[src/rtl/dmem_arb_pkg.sv]
// Shared types and constants for the data-memory arbiter and its picker.
package dmem_arb_pkg;

    localparam int DATA_W     = 32;
    localparam int RD_LAT_MAX = 7;
    localparam int CNT_W      = 3;

    // Sequencer states: arbitrate, present command, wait out read latency, acknowledge.
    typedef enum logic [1:0] {
        IDLE   = 2'd0,
        ACCESS = 2'd1,
        WAIT   = 2'd2,
        ACK    = 2'd3
    } arb_state_t;

    // Command captured from the winning master at grant time.
    typedef struct packed {
        logic              we;
        logic [DATA_W-1:0] addr;
        logic [DATA_W-1:0] wdata;
    } cmd_t;

    // Keep the read latency inside what the 3-bit down-counter can express.
    function automatic int clamp_lat(input int lat);
        if (lat < 1) begin
            return 1;
        end
        if (lat > RD_LAT_MAX) begin
            return RD_LAT_MAX;
        end
        return lat;
    endfunction

endpackage

[src/rtl/dmem_rr_pick.sv]
// Combinational two-way picker: chooses which master gets the data-memory port.
module dmem_rr_pick (
    input  logic [1:0] req,
    input  logic       last_owner,
    input  logic       m0_prio,
    output logic       grant,
    output logic       grant_valid
);

    // A lone requester always wins; a contested round goes to master 0 in
    // priority mode, otherwise to whichever master did not own the last grant.
    always_comb begin
        grant_valid = |req;
        grant       = last_owner;
        case (req)
            2'b01:   grant = 1'b0;
            2'b10:   grant = 1'b1;
            2'b11:   grant = m0_prio ? 1'b0 : ~last_owner;
            default: grant = last_owner;
        endcase
    end

endmodule

[src/rtl/dmem_arbiter.sv]
// Two-master arbiter and access sequencer for the shared data-memory/IO port.
// Address decoding (RAM vs IO on addr[7]) happens downstream; addresses pass through.
module dmem_arbiter
    import dmem_arb_pkg::*;
#(
    parameter int RD_LAT  = 1,
    parameter int M0_PRIO = 0
) (
    input  logic              clock,
    input  logic              resetn,
    input  logic              m0_req,
    input  logic              m0_we,
    input  logic [DATA_W-1:0] m0_addr,
    input  logic [DATA_W-1:0] m0_wdata,
    output logic              m0_ack,
    output logic [DATA_W-1:0] m0_rdata,
    input  logic              m1_req,
    input  logic              m1_we,
    input  logic [DATA_W-1:0] m1_addr,
    input  logic [DATA_W-1:0] m1_wdata,
    output logic              m1_ack,
    output logic [DATA_W-1:0] m1_rdata,
    output logic [DATA_W-1:0] mem_addr,
    output logic [DATA_W-1:0] mem_datain,
    output logic              mem_we,
    input  logic [DATA_W-1:0] mem_dataout,
    output logic              busy,
    output logic              owner
);

    localparam int               LAT      = clamp_lat(RD_LAT);
    localparam logic [CNT_W-1:0] LAT_LOAD = CNT_W'(LAT - 1);
    localparam logic             PRIO_BIT = (M0_PRIO != 0);

    arb_state_t        state_reg;
    cmd_t              cmd_reg;
    cmd_t              win_cmd;
    logic [CNT_W-1:0]  lat_cnt_reg;
    logic              owner_reg;
    logic              mem_we_reg;
    logic              busy_reg;
    logic [1:0]        ack_reg;
    logic [DATA_W-1:0] rdata_reg [2];

    logic [1:0]        req_vec;
    logic              grant;
    logic              grant_valid;
    logic              rd_done;

    assign req_vec = {m1_req, m0_req};

    dmem_rr_pick u_pick (
        .req         (req_vec),
        .last_owner  (owner_reg),
        .m0_prio     (PRIO_BIT),
        .grant       (grant),
        .grant_valid (grant_valid)
    );

    // Route the winning master's command fields toward the command register.
    always_comb begin
        win_cmd = '0;
        if (grant) begin
            win_cmd.we    = m1_we;
            win_cmd.addr  = m1_addr;
            win_cmd.wdata = m1_wdata;
        end else begin
            win_cmd.we    = m0_we;
            win_cmd.addr  = m0_addr;
            win_cmd.wdata = m0_wdata;
        end
    end

    // Last WAIT cycle: the memory data is valid and is captured at this edge.
    assign rd_done = (state_reg == WAIT) && (lat_cnt_reg == '0);

    // Sequencer: grant, present the command, wait out read latency, pulse ack.
    // mem_we and the acks default low so each lasts exactly one cycle.
    always_ff @(posedge clock or negedge resetn) begin
        if (!resetn) begin
            state_reg   <= IDLE;
            cmd_reg     <= '0;
            lat_cnt_reg <= '0;
            owner_reg   <= 1'b1;
            mem_we_reg  <= 1'b0;
            busy_reg    <= 1'b0;
            ack_reg     <= 2'b00;
        end else begin
            mem_we_reg <= 1'b0;
            ack_reg    <= 2'b00;
            case (state_reg)
                IDLE: begin
                    if (grant_valid) begin
                        state_reg  <= ACCESS;
                        owner_reg  <= grant;
                        cmd_reg    <= win_cmd;
                        mem_we_reg <= win_cmd.we;
                        busy_reg   <= 1'b1;
                    end
                end
                ACCESS: begin
                    if (cmd_reg.we) begin
                        state_reg          <= ACK;
                        ack_reg[owner_reg] <= 1'b1;
                    end else begin
                        state_reg   <= WAIT;
                        lat_cnt_reg <= LAT_LOAD;
                    end
                end
                WAIT: begin
                    if (lat_cnt_reg == '0) begin
                        state_reg          <= ACK;
                        ack_reg[owner_reg] <= 1'b1;
                    end else begin
                        lat_cnt_reg <= lat_cnt_reg - 1'b1;
                    end
                end
                ACK: begin
                    state_reg <= IDLE;
                    busy_reg  <= 1'b0;
                end
                default: begin
                    state_reg <= IDLE;
                    busy_reg  <= 1'b0;
                end
            endcase
        end
    end

    // Per-master read-data holding registers; only the owner's copy is updated.
    genvar gi;
    for (gi = 0; gi < 2; gi++) begin : g_rdata
        // Capture memory data for this master at the end of its last WAIT cycle.
        always_ff @(posedge clock or negedge resetn) begin
            if (!resetn) begin
                rdata_reg[gi] <= '0;
            end else if (rd_done && (owner_reg == 1'(gi))) begin
                rdata_reg[gi] <= mem_dataout;
            end
        end
    end

    assign mem_addr   = cmd_reg.addr;
    assign mem_datain = cmd_reg.wdata;
    assign mem_we     = mem_we_reg;
    assign busy       = busy_reg;
    assign owner      = owner_reg;
    assign m0_ack     = ack_reg[0];
    assign m1_ack     = ack_reg[1];
    assign m0_rdata   = rdata_reg[0];
    assign m1_rdata   = rdata_reg[1];

endmodule
[config.mk]
export PLATFORM = sky130hd
export DESIGN_NAME = dmem_arbiter
export DESIGN_NICKNAME = d
export VERILOG_FILES = /design/src/rtl/dmem_arb_pkg.sv /design/src/rtl/dmem_rr_pick.sv /design/src/rtl/dmem_arbiter.sv
export SDC_FILE = /design/constraint.sdc
export NUM_CORES = 1
export LEC_CHECK = 0
export CAP_MARGIN = 20
export CORE_UTILIZATION = 30
export DETAILED_ROUTE_END_ITERATION = 12
export SLEW_MARGIN = 10
export SYNTH_ARGS = -nofsm -noshare
export SYNTH_HDL_FRONTEND = slang
export SYNTH_HIERARCHICAL = 1
export SYNTH_SLANG_ARGS = --single-unit
[constraint.sdc]
create_clock -name clock -period 1.6 [get_ports clock]
set_input_delay 0.32 -clock clock [delete_from_list [all_inputs] [get_ports clock]]
set_output_delay 0.32 -clock clock [all_outputs]
set_load 0.005 [all_outputs]
**After elaboration in Yosys (flattened, before gate mapping)**

Cells that the tools add are included.

- Register bits after elaboration: 139
- Bits of input ports: 166
- Output and inout bits: 133
- Word-level logic and storage cells: 56

- Add/subtract/negate cells: 1
- Order comparisons: 2
- Equality and inequality tests: 10
- Multiplexer cells: 18
- Bitwise gates (word level): 1
- Reductions and logical operators: 13

Operators by type and width:

| cell | count |
|---|---|
| $mux W65 | 1 |
| $eq A2 B2 Y1 const B | 4 |
| $mux W2 | 4 |
| $pmux W2 S4 | 1 |
| $mux W3 | 2 |
| $ne A2 B2 Y1 const B | 3 |
| $pmux W3 S2 | 1 |
| $reduce_and A2 Y1 | 3 |
| $mux W1 | 5 |
| $eq A2 B1 Y1 const B | 2 |
| $logic_and A1 B1 Y1 | 4 |
| $pmux W2 S2 | 1 |
| $reduce_bool A2 Y1 | 2 |
| $logic_not A3 Y1 | 1 |
| $pmux W1 S3 | 1 |
| $reduce_and A3 Y1 | 1 |
| $sub A3 B1 Y3 const B | 1 |
| $logic_not A2 Y1 | 1 |
| $lt A1 B2 Y1 const B | 1 |
| $ne A2 B1 Y1 const B | 1 |
| $pmux W1 S2 | 1 |
| $reduce_or A2 Y1 | 1 |
| $demux W1 S1 | 1 |
| $ge A1 B1 Y1 const B | 1 |
| $not A1 Y1 | 1 |

**Logic depth before layout (Yosys ltp)**

- Depth in word-level cells: 6
- Depth in mapped cells: 7
- Gate-level depth less buffers: 6

**By module**

Netlist, hierarchy kept.

By module, submodules not included:

| module | instances | cells each | area an instance (um^2) | seq. area each (um^2) |
|---|---|---|---|---|
| dmem_arbiter | 1 | 537 | 6572.6 | 3479.6 |
| dmem_rr_pick | 1 | 3 | 18.8 | 0.0 |

**Worst setup path after synthesis**

OpenSTA, ideal clock, no wires.

- Kind: reg2reg
- Start point: register lat_cnt_reg[0]
- End point: register rdata_reg (netlist bit m0_rdata[10])
- Library setup time: 0.125 ns
- Data arrival time: 1.483 ns
- Data required time: 1.475 ns
- Setup slack: -0.008 ns
- Stages on the path, launching flop included: 8
- Path buffers: 2
- Period minus slack after synthesis: 1.608 ns
- Cell sequence: dfrtp_1 > inv_1 > ha_1 > ha_1 > buf_4 > nand3b_4 > buf_6 > mux2_4

- Cells in the longest elaborated chain, start to end: 3

Ends and longest elaborated chain:

| item | line | source |
|---|---|---|
| from (decl) | dmem_arbiter.sv:38 | `logic [CNT_W-1:0] lat_cnt_reg;` |
| from (signal assigned) | dmem_arbiter.sv:115 | `lat_cnt_reg <= lat_cnt_reg - 1'b1;` |
| $logic_not A3 Y1 | dmem_arbiter.sv:75 | `assign rd_done = (state_reg == WAIT) && (lat_cnt_reg == '0);` |
| $logic_and A1 B1 Y1 | dmem_arbiter.sv:75 |  |
| $logic_and A1 B1 Y1 | dmem_arbiter.sv:137 | `end else if (rd_done && (owner_reg == 1'(gi))) begin` |
| to (signal, indexed assignment) | dmem_arbiter.sv:138 | `rdata_reg[gi] <= mem_dataout;` |
| to (decl) | dmem_arbiter.sv:43 | `logic [DATA_W-1:0] rdata_reg [2];` |

Every way passes these cells.
A chain may end at the register's enable or synchronous reset.

**Worst setup path after layout**

- Start point: register owner_reg, in the netlist owner
- End point: register cmd_reg[64] in the netlist's numbering

- Cells in the longest elaborated chain, start to end: 3

Ends and longest elaborated chain:

| item | line | source |
|---|---|---|
| from (decl) | dmem_arbiter.sv:39 | `logic owner_reg;` |
| from (signal assigned) | dmem_arbiter.sv:95 | `owner_reg <= grant;` |
| $not A1 Y1 | dmem_rr_pick.sv:18 | `2'b11: grant = m0_prio ? 1'b0 : ~last_owner;` |
| $pmux W1 S3 * | dmem_rr_pick.sv:15 | `case (req)` |
| named net grant | dmem_arbiter.sv:46 | `logic grant;` |
| $mux W65 * | dmem_arbiter.sv:63 | `if (grant) begin` |
| to (signal assigned) | dmem_arbiter.sv:96 | `cmd_reg <= win_cmd;` |
| to (decl) | dmem_arbiter.sv:36 | `cmd_t cmd_reg;` |

Mark *: on every way through the listed nets, which the timed path passes. The rest lies on a longest branch.

==> reports/metrics.cfg <==
[global_route]
grt_pass1_wl_um = 26670
gr-usage-all-layers_pct = 15.46
grt_max_degree = 55
grt_pass1_vias = 5172
grt_overflow = 0
grt_antenna_before_repair = 0

[cts]
cts_buffer_depth = 2
clk_pin_slew_ns = 0.06
cts_made_buffers = 17
root_buffer = clkbuf_16
h-tree-depth = 4
cts_tree = built
clk_latency_ns = 0.42
cts.sinks = 139

[route]
ant_nets = 0
drt-initial-drc-count = 138
wl_um = 18020
vias = 4902
wl_per_cell_um = 16.22
drt_pass1_iterations = 4
drc = 0
routed_via_density = 4.412

[layout]
antenna_cells = 0
post-route-util_pct = 49.47
fin_nets = 995
area_delta_synth_final_pct = 59.78
drive_gt1_share_pct = 21.77
design_area_um2 = 10530
final_common_cell = clkdlybuf4s50_1
nFillCells = 1896
regArea_um2 = 3481
multi_input_area_um2 = 2479
final_cell_mix = 164 x clkdlybuf4s50_1, 137 x dfrtp_1, 120 x dlygate4sd2_1

[yosys]
synth-xor-area-share_pct = 0
ys_seq_area_share_pct = 52.79
yosysUniqueCellTypes = 32
synth_ff_type = dfrtp_1
synthSimpleGateAreaFrac_pct = 5.448
synth-seq-cells = 139
postSynthAreaPerCell_um2 = 12.21
synth_fa_ha_area_share_pct = 1.139
synth-compound-area-share_pct = 6.587
syn-cell-area_um2 = 6591
ys_top_cells_by_area = dfrtp_1 52%, mux2i_1 10%, buf_4 7.6%
synth_top_area_share_pct = 52.39
synth_cells = 540
muxShareOfSynthArea_pct = 22.84
synth_top_cell_by_area = dfrtp_1
synth_edf_count = 0
async_flop_share_pct = 100.0
synth_top_family_by_area = multiplexers
synth_nets = 712
ys_warn_count = 6

[run]
drv_cap = 0

[worst_setup_path]
regToRegSetupSlack_ns = 0.03
startpoint_type = register
worstReg2RegEnd = cmd_reg[64]$_DFFE_PN0P_
crit_type = reg -> reg
cp_max_fo = 4
worst_setup_path_end_kind = register
worstPathArrival_ns = 1.88
ff2ff_path_depth = 7
worstPathRequired_ns = 1.91
worstSetupStartpoint = owner$_DFFE_PN1P_
r2r-start = owner$_DFFE_PN1P_

[power]
pwr-share-comb_pct = 45.1
p_seq_share_pct = 32.8
p_int_mw = 12.79
swShare_pct = 31.32
power_per_cell_area_nw_per_um2 = 1769
clockPowerShare_pct = 22.1
leakage_nw = 5.081
p_sw_mw = 5.834
report.power.total_mw = 18.63
vdd_ir_drop_max_mv = 0.7244

[timing]
fin_crit_sh_pct = 98.20
min_period_ns = 1.571
finalWorstSetupSlack_ns = 0.02872
finalHoldViolations = 0
setup-tns-final_ns = 0
fmax_mhz = 636.4
setup_viol = 0
drv_slew = 0
rsz0062_at_grt = true
skew_ns = 0.007322

[die]
ios = 299
coreArea_um2 = 21290
initial_core_util_pct = 30.96
num_rows = 53
die_area_um2 = 22570
die_x_um = 150.2
dieHeight_um = 150.2

[outcome]
status = complete, no violations

[placed_design]
portBuffers = 298
hpwl_um = 12740
pre_cts_ws_ns = -0.2125
gp_congestion = 0.7772
dpl-instance-area_um2 = 9532

[min_path]
hold_class = in -> async

## logic make-up after synthesis
logic type / count (synthesis)
adder cells (fa/ha/maj): 6
AO/OA/AOI/OAI: 79
buffers and inverters: 101
other: 1
flip-flops: 139
AND/OR/NAND/NOR: 83
multiplexers: 131
## through the flow
step,std cells,hold WS (ns)
floorplan,540,0.02441
CTS,1092,0.3621
finish,1111,0.3645
global route,1111,0.3893
detailed placement,1045,0.2459
global placement,1045,0.2432
## critical path, stage by stage (launching register included)
cell and delay (ns):
dfstp_2 0.54, buf_6 0.11, o21a_4 0.17, buf_6 0.11, buf_6 0.10, mux2i_4 0.22
nor2_2 0.07, a21o_1 0.15
## how the worst max path moves through the flow
stage / endpoint / slack [ns] / cells after the start
after detailed placement: mem_datain[17]$_DFFE_PN0P_ / -0.21 / 6
after floorplan: m0_rdata[10]$_DFFE_PN0P_ / -0.008 / 7
final: cmd_reg[64]$_DFFE_PN0P_ / 0.03 / 7
after CTS: cmd_reg[64]$_DFFE_PN0P_ / -0.02 / 7
after global placement: mem_addr[19]$_DFFE_PN0P_ / -0.16 / 6
after global routing: cmd_reg[64]$_DFFE_PN0P_ / -0.03 / 7
## synth_stat cells, types with 3 or more instances
| cell | number |
|---|---|
| o31ai_1 | 4 |
| nand2_1 | 71 |
| clkbuf_1 | 4 |
| o21ai_1 | 5 |
| buf_4 | 67 |
| dfrtp_1 | 138 |
| buf_2 | 10 |
| mux2_2 | 34 |
| mux2i_1 | 66 |
| inv_1 | 7 |
| a22o_1 | 4 |
| o21ai_0 | 61 |
| mux2_4 | 30 |
| ha_1 | 6 |
| nor2_1 | 3 |
| buf_6 | 12 |
## power by group through the flow
stage	Clock (mW)	Sequential (mW)	Combinational, mW
2_1_floorplan	0	6.15	4.87
3_3_place_gp	0	6.20	8.49
3_5_place_dp	0	6.28	8.63
4_1_cts	4.24	6.14	7.97
5_1_grt	4.42	6.35	9.17
6_report	4.12	6.11	8.40
## area by class of cell
cell class	count	share of cell area, %
clock inverter	14	1.735
sequential	139	33.05
timing repair buffer	358	34.09
tap	275	3.267
inverter	7	0.2495
multi-input combinational	300	23.54
clock buffer	18	4.075
## what timing repair did
| item | in CTS | in global routing |
|---|---|---|
| pin swaps | 0 | 4 |
| gates cloned | 0 | 8 |
| endpoints found under the setup margin | 194 | 111 |
| gates resized for setup | 143 | 40 |
| hold endpoints to repair | 30 | 0 |
| hold buffers | 1 | 0 |
| setup buffers | 14 | 11 |
## routing by layer
layer | GRT usage (%) | vias to the layer above | wire, um
met5 | 0 | - | 0
met3 | 5.091 | 38 | 1188
met1 | 17.69 | 2326 | 7402
met4 | 6.263 | 0 | 456
li1 | - | 2345 | -
met2 | 26.50 | 193 | 8972
Power figures use the tool's default switching activity.
